[src/rtl/fire_control_unit.sv]
// fire_control_unit: takes the tracker's lock and distance plus operator
//    commands, and issues timed missile launch strobes.
// Latency: every output is registered. A fire command sampled at edge N
//    raises launch_missile at edge N, and it stays high FIRE_PULSE_CYCLES cycles.
// Backpressure: none. Commands are levels. Commands that do not apply to the
//    current state are ignored.
// Ports:
//    clk, rst (sync, active-high)
//    arm/disarm/fire/reload_command    operator levels
//    target_locked, distance_to_target from the tracker
//    track_request                     one-cycle pulse back to the tracker
//    launch_missile                    launch strobe
//    remaining_missiles                missiles left in the magazine
//    FCU_state                         state register
//    FCU_state encoding: 00 idle, 01 armed, 10 firing, 11 out of ammo
module fire_control_unit #(
   parameter int MAX_MISSILES      = 4,
   parameter int MIN_RANGE         = 300,
   parameter int MAX_RANGE         = 12000,
   parameter int FIRE_PULSE_CYCLES = 5,
   parameter int RETRACK_CYCLES    = 20
) (
   input  logic        clk,
   input  logic        rst,
   input  logic        arm_command,
   input  logic        disarm_command,
   input  logic        fire_command,
   input  logic        reload_command,
   input  logic        target_locked,
   input  logic [13:0] distance_to_target,
   output logic        track_request,
   output logic        launch_missile,
   output logic [3:0]  remaining_missiles,
   output logic [1:0]  FCU_state
);

   localparam int PW = $clog2(FIRE_PULSE_CYCLES + 1);
   localparam int RW = $clog2(RETRACK_CYCLES + 1);

   localparam logic [13:0]   LP_MIN_RANGE  = 14'(MIN_RANGE);
   localparam logic [13:0]   LP_MAX_RANGE  = 14'(MAX_RANGE);
   localparam logic [3:0]    LP_MAGAZINE   = 4'(MAX_MISSILES);
   localparam logic [PW-1:0] LP_PULSE_LAST = PW'(FIRE_PULSE_CYCLES);
   localparam logic [RW-1:0] LP_RETRACK    = RW'(RETRACK_CYCLES);

   typedef enum logic [1:0] {
      S_IDLE        = 2'b00,
      S_ARMED       = 2'b01,
      S_FIRING      = 2'b10,
      S_OUT_OF_AMMO = 2'b11
   } state_t;

   state_t        r_state,       w_state_nxt;
   logic          r_launch,      w_launch_nxt;
   logic          r_track,       w_track_nxt;
   logic [3:0]    r_remaining,   w_remaining_nxt;
   logic [PW-1:0] r_pulse_cnt,   w_pulse_cnt_nxt;
   logic [RW-1:0] r_retrack_cnt, w_retrack_cnt_nxt;

   logic          w_in_range;
   logic [RW-1:0] w_retrack_inc;

   // Both range bounds are inclusive.
   assign w_in_range = target_locked &&
                       (distance_to_target >= LP_MIN_RANGE) &&
                       (distance_to_target <= LP_MAX_RANGE);

   assign w_retrack_inc = r_retrack_cnt + 1'b1;

   always_comb begin
      w_state_nxt       = r_state;
      w_launch_nxt      = 1'b0;
      w_track_nxt       = 1'b0;
      w_remaining_nxt   = r_remaining;
      w_pulse_cnt_nxt   = r_pulse_cnt;
      w_retrack_cnt_nxt = r_retrack_cnt;

      case (r_state)
         S_IDLE: begin
            if (arm_command) begin
               // Arming asks the tracker for a fresh radar pass right away.
               w_state_nxt       = S_ARMED;
               w_track_nxt       = 1'b1;
               w_retrack_cnt_nxt = '0;
            end
         end

         S_ARMED: begin
            if (disarm_command) begin
               w_state_nxt = S_IDLE;
            end else if (fire_command && w_in_range && (r_remaining != 4'd0)) begin
               w_state_nxt     = S_FIRING;
               w_launch_nxt    = 1'b1;
               w_remaining_nxt = r_remaining - 4'd1;
               w_pulse_cnt_nxt = PW'(1);
            end else if (!target_locked) begin
               // Without a lock, ask for a new radar pass every RETRACK_CYCLES.
               if (w_retrack_inc == LP_RETRACK) begin
                  w_track_nxt       = 1'b1;
                  w_retrack_cnt_nxt = '0;
               end else begin
                  w_retrack_cnt_nxt = w_retrack_inc;
               end
            end else begin
               w_retrack_cnt_nxt = '0;
            end
         end

         S_FIRING: begin
            // This state ignores all commands and any loss of lock. The pulse
            // always runs to its full length.
            if (r_pulse_cnt == LP_PULSE_LAST) begin
               w_pulse_cnt_nxt   = '0;
               w_retrack_cnt_nxt = '0;
               w_state_nxt       = (r_remaining == 4'd0) ? S_OUT_OF_AMMO : S_ARMED;
            end else begin
               w_launch_nxt    = 1'b1;
               w_pulse_cnt_nxt = r_pulse_cnt + 1'b1;
            end
         end

         S_OUT_OF_AMMO: begin
            if (reload_command) begin
               w_remaining_nxt = LP_MAGAZINE;
               w_state_nxt     = S_IDLE;
            end
         end

         default: w_state_nxt = S_IDLE;
      endcase
   end

   always_ff @(posedge clk) begin
      if (rst) begin
         r_state       <= S_IDLE;
         r_launch      <= 1'b0;
         r_track       <= 1'b0;
         r_remaining   <= LP_MAGAZINE;
         r_pulse_cnt   <= '0;
         r_retrack_cnt <= '0;
      end else begin
         r_state       <= w_state_nxt;
         r_launch      <= w_launch_nxt;
         r_track       <= w_track_nxt;
         r_remaining   <= w_remaining_nxt;
         r_pulse_cnt   <= w_pulse_cnt_nxt;
         r_retrack_cnt <= w_retrack_cnt_nxt;
      end
   end

   assign track_request      = r_track;
   assign launch_missile     = r_launch;
   assign remaining_missiles = r_remaining;
   assign FCU_state          = r_state;

endmodule
[config.mk]
export PLATFORM = sky130hd
export DESIGN_NAME = fire_control_unit
export DESIGN_NICKNAME = d
export VERILOG_FILES = /design/src/rtl/fire_control_unit.sv
export SDC_FILE = /design/constraint.sdc
export NUM_CORES = 1
export LEC_CHECK = 0
export ABC_CLOCK_PERIOD_IN_PS = 2610
export BUFFER_PORTS_ARGS = -buffer_cell sky130_fd_sc_hd__buf_4
export CAP_MARGIN = 20
export CORE_MARGIN = 2
export CORE_UTILIZATION = 53
export DETAILED_ROUTE_END_ITERATION = 16
export PLACE_DENSITY_LB_ADDON = 0.25
export SETUP_SLACK_MARGIN = 0.1
export SYNTH_ARGS = -nofsm -noshare
export SYNTH_HDL_FRONTEND = slang
export SYNTH_SLANG_ARGS = --single-unit
[constraint.sdc]
create_clock -name clk -period 2.61 [get_ports clk]
set_clock_uncertainty 0.1 [all_clocks]
set_input_delay 0.1305 -clock clk [delete_from_list [all_inputs] [get_ports clk]]
set_output_delay 0.1305 -clock clk [all_outputs]
set_load 0.01 [all_outputs]
==> impl_metrics.tcl <==
set metrics [dict create \
    core_um2 2255 \
    met3WireLength_um 166 \
    dp_slack_ns 0.4150 \
    cts-resized-gates 0 \
    clk_pin_slew_ns 0.10 \
    timing.final.crit_share_pct 85.12 \
    wl_per_cell_um 15.45 \
    path_buf_inv 1 \
    r2r-start "remaining_missiles[0]" \
    initial_utilization_pct 56.94 \
    setup_viol 0 \
    grt_overflow 0 \
    numCtsBuffers 3 \
    cp.arrival_ns 2.32 \
    worstMarginPinSlew_ns 0.3832 \
    setup_tns_ns 0 \
    die-area_um2 2832 \
    cts-hold-fix-buffers 1 \
    ir_worst_vdd_uv 448.8 \
    ys_warn_count 0 \
    first_global_vias 1231 \
    fmax_mhz 450.1 \
    hpwl_mm 2.504 \
    synth_xor_area_share_pct 0 \
    htreeDepth 1 \
    yosysTopAreaCell "dfxtp_1" \
    max_cap_viol_count 0 \
    port-buffer-count 28 \
    critPathLaunchType "flop" \
    synth_top_area_share_pct 24.95 \
    power_density_nw_per_um2 403.4 \
    drv_slew 0 \
    cp-end-kind "flop" \
    std_cell_rows 17 \
    die_w_um 53.22 \
    vias 1326 \
    leakage_nw 0.6533 \
    criticalPathCategory "reg2reg" \
    die_height_um 53.22 \
    cp-startpoint "remaining_missiles[0]" \
    synth.avg_cell_area_um2 8.446 \
    r2r_end "r_retrack_cnt[4]" \
    synth_ff_type "dfxtp_1" \
    via_per_inst 6.284 \
    nNetsFinal 211 \
    crit_fanout 5 \
    detail-route-antenna-nets 0 \
    grt_max_degree 17 \
    area_growth_pct 22.32 \
    cts_max_path_buffers 2 \
    synth_compound_area_share_pct 34.89 \
    synth_enable_flop_cells 0 \
    post_cts_buffers 0 \
    clock_sinks 16 \
    ys_seq_elements 16 \
    synth.yosys.seq_area_share_pct 24.95 \
    max_stage_delay_ns 0.51 \
    synthSimpleGateAreaFrac_pct 27.68 \
    hold_path.class "in2reg" \
    crit_chain "inv_1, ha_1, or3b_2, nand3_1, o211ai_4, a31o_4, mux2_4" \
    syn_inst 152 \
    met2_wirelength_mm 1.714 \
    status "complete, no violations" \
    slew_headroom_pct 74.22 \
    hold_viol 0 \
    cp.depth 7 \
    crit_family "simple AND/OR/NAND/NOR gates" \
    setup_slack_ns 0.3885 \
    n_antenna_cell 0 \
    synthDistinctLibCells 55 \
    syn-num-nets 179 \
    wirelength_mm 3.260 \
    rsz0062_at_grt "no" \
    synthTopCellsByArea "dfxtp_1, ha_1, nand2_1, nor2b_1, o211ai_4" \
    fillers 166 \
    muxShareOfSynthArea_pct 2.729 \
    grt_pass1_wl_mm 5.478 \
    worst_path_max_delay_cell "or3b_2" \
    synth_top_family_by_area "compound AO/OA/AOI/OAI gates" \
    antenna_found_initial 0 \
    fin_crit_ns 2.222 \
    gp_congestion 0.9031 \
    async_reset_ff_share_pct 0 \
    drt_iter0_drc 57 \
    synth_area_um2 1284 \
    r2r_slack_ns 0.39 \
    drcViolationCount 0 \
    cts-root-buf "clkbuf_4" \
    synthAdderAreaFrac_pct 5.848 \
    rr_worst_depth 7 \
    min_path_cells 2 \
    crit_end "r_retrack_cnt[4]" \
    cts_tree "built" \
    drt-met1-wl_mm 1.351 \
    first_pass_iters 4 \
    top_layer "met4" \
    ios 29 \
    grt.total_usage_pct 26.15 \
    critPathRequiredTime_ns 2.70 \
    drive_gt1_share_pct 26.78 \
    insertion_delay_ns 0.29 \
]
how the worst min path moves through the flow:
| stage | to | slack (ns) | start |
|---|---|---|---|
| 6_report | r_pulse_cnt[0] | 0.04 | rst |
| 5_1_grt | r_pulse_cnt[0] | 0.05 | rst |
| 4_1_cts | r_pulse_cnt[0] | 0.03 | rst |
| 3_5_place_dp | track_request | 0.32 | arm_command |
| 3_3_place_gp | track_request | 0.30 | arm_command |
| 2_1_floorplan | track_request | 0.17 | arm_command |
layer usage:
metal | global-route usage [%] | vias up
met5 | 0 | -
met4 | 7.692 | 0
met3 | 5.650 | 9
met2 | 46.71 | 51
met1 | 30.76 | 620
li1 | - | 646
report_power, final:
part	total (mW)	internal [mW]	switching, mW
clock	0.169	0.0851	0.0837
combinational	0.202	0.0916	0.111
sequential	0.262	0.253	0.00966
total	0.633	0.429	0.204
cell usage after synthesis (2+ instances only):
cell type / count
a21o_1: 3
a311oi_1: 2
a31oi_1: 5
a32o_1: 3
and2_1: 3
and3_1: 3
clkbuf_1: 2
dfxtp_1: 16
ha_1: 6
inv_1: 9
mux2i_1: 2
nand2_1: 12
nand2b_1: 2
nand3_1: 4
nand3b_1: 2
nand4_1: 2
nor2_1: 10
nor2b_1: 7
nor3_1: 6
o211a_1: 4
o211ai_1: 2
o211ai_2: 2
o211ai_4: 2
o21ai_0: 3
o21ai_1: 7
o311ai_0: 2
or4_1: 3
layout by cell type, fill, tap and decap left out, drive strengths merged, types with 4 or more instances in the layout:
cell type  synthesis  final
nand2             12     12
o211a              4      4
dfxtp             16     16
nand3              4      4
nor3               6      6
clkbuf             2      4
or4                4      4
nor2b              7      7
o21ai             11     11
ha                 6      6
nor2              11     11
inv                9      9
buf                1     29
o211ai             6      6
a31oi              5      5
through the flow:
stage | hold slack [ns] | std cells | utilization, % | cell area (um^2) | power [mW]
2_1_floorplan | 0.1747 | 152 | - | 1284 | 0.3975
3_3_place_gp | 0.2973 | 206 | 67.59 | 1524 | 0.4624
3_5_place_dp | 0.3183 | 206 | 67.59 | 1524 | 0.4658
4_1_cts | 0.03420 | 211 | 69.64 | 1570 | 0.6381
5_1_grt | 0.04694 | 211 | 69.64 | 1570 | 0.6690
6_report | 0.04208 | 211 | 69.64 | 1570 | 0.6334
flip-flops by register name (all words and copies together), names as in the netlist:
register / cells
track_request: 1
remaining_missiles: 4
FCU_state: 2
launch_missile: 1
r_pulse_cnt: 3
r_retrack_cnt: 5
cell families after synthesis:
| kind of cell | after synthesis |
|---|---|
| simple gates | 64 |
| compound gates | 50 |
| flops | 16 |
| buf+inv | 13 |
| fa+ha+maj | 6 |
| mux | 3 |
final cells by class:
| class | count | area (um^2) | area share [%] |
|---|---|---|---|
| tap | 28 | 35.03 | 2.231 |
| sequential | 16 | 320.3 | 20.40 |
| clock buffer | 4 | 36.28 | 2.311 |
| timing repair buffer | 30 | 227.7 | 14.50 |
| inverter | 10 | 37.54 | 2.390 |
| multi-input combinational | 123 | 913.4 | 58.17 |
worst register-to-register path: cells and delay by family, from the launching register on:
kind / cells / cell delay, ns
AO/OA/AOI/OAI: 2 / 0.38
buffers and inverters: 1 / 0.07
AND/OR/NAND/NOR: 2 / 0.72
adder cells (fa/ha/maj): 1 / 0.21
multiplexers: 1 / 0.29
flip-flops: 1 / 0.36
Power figures use the tool's default switching activity.
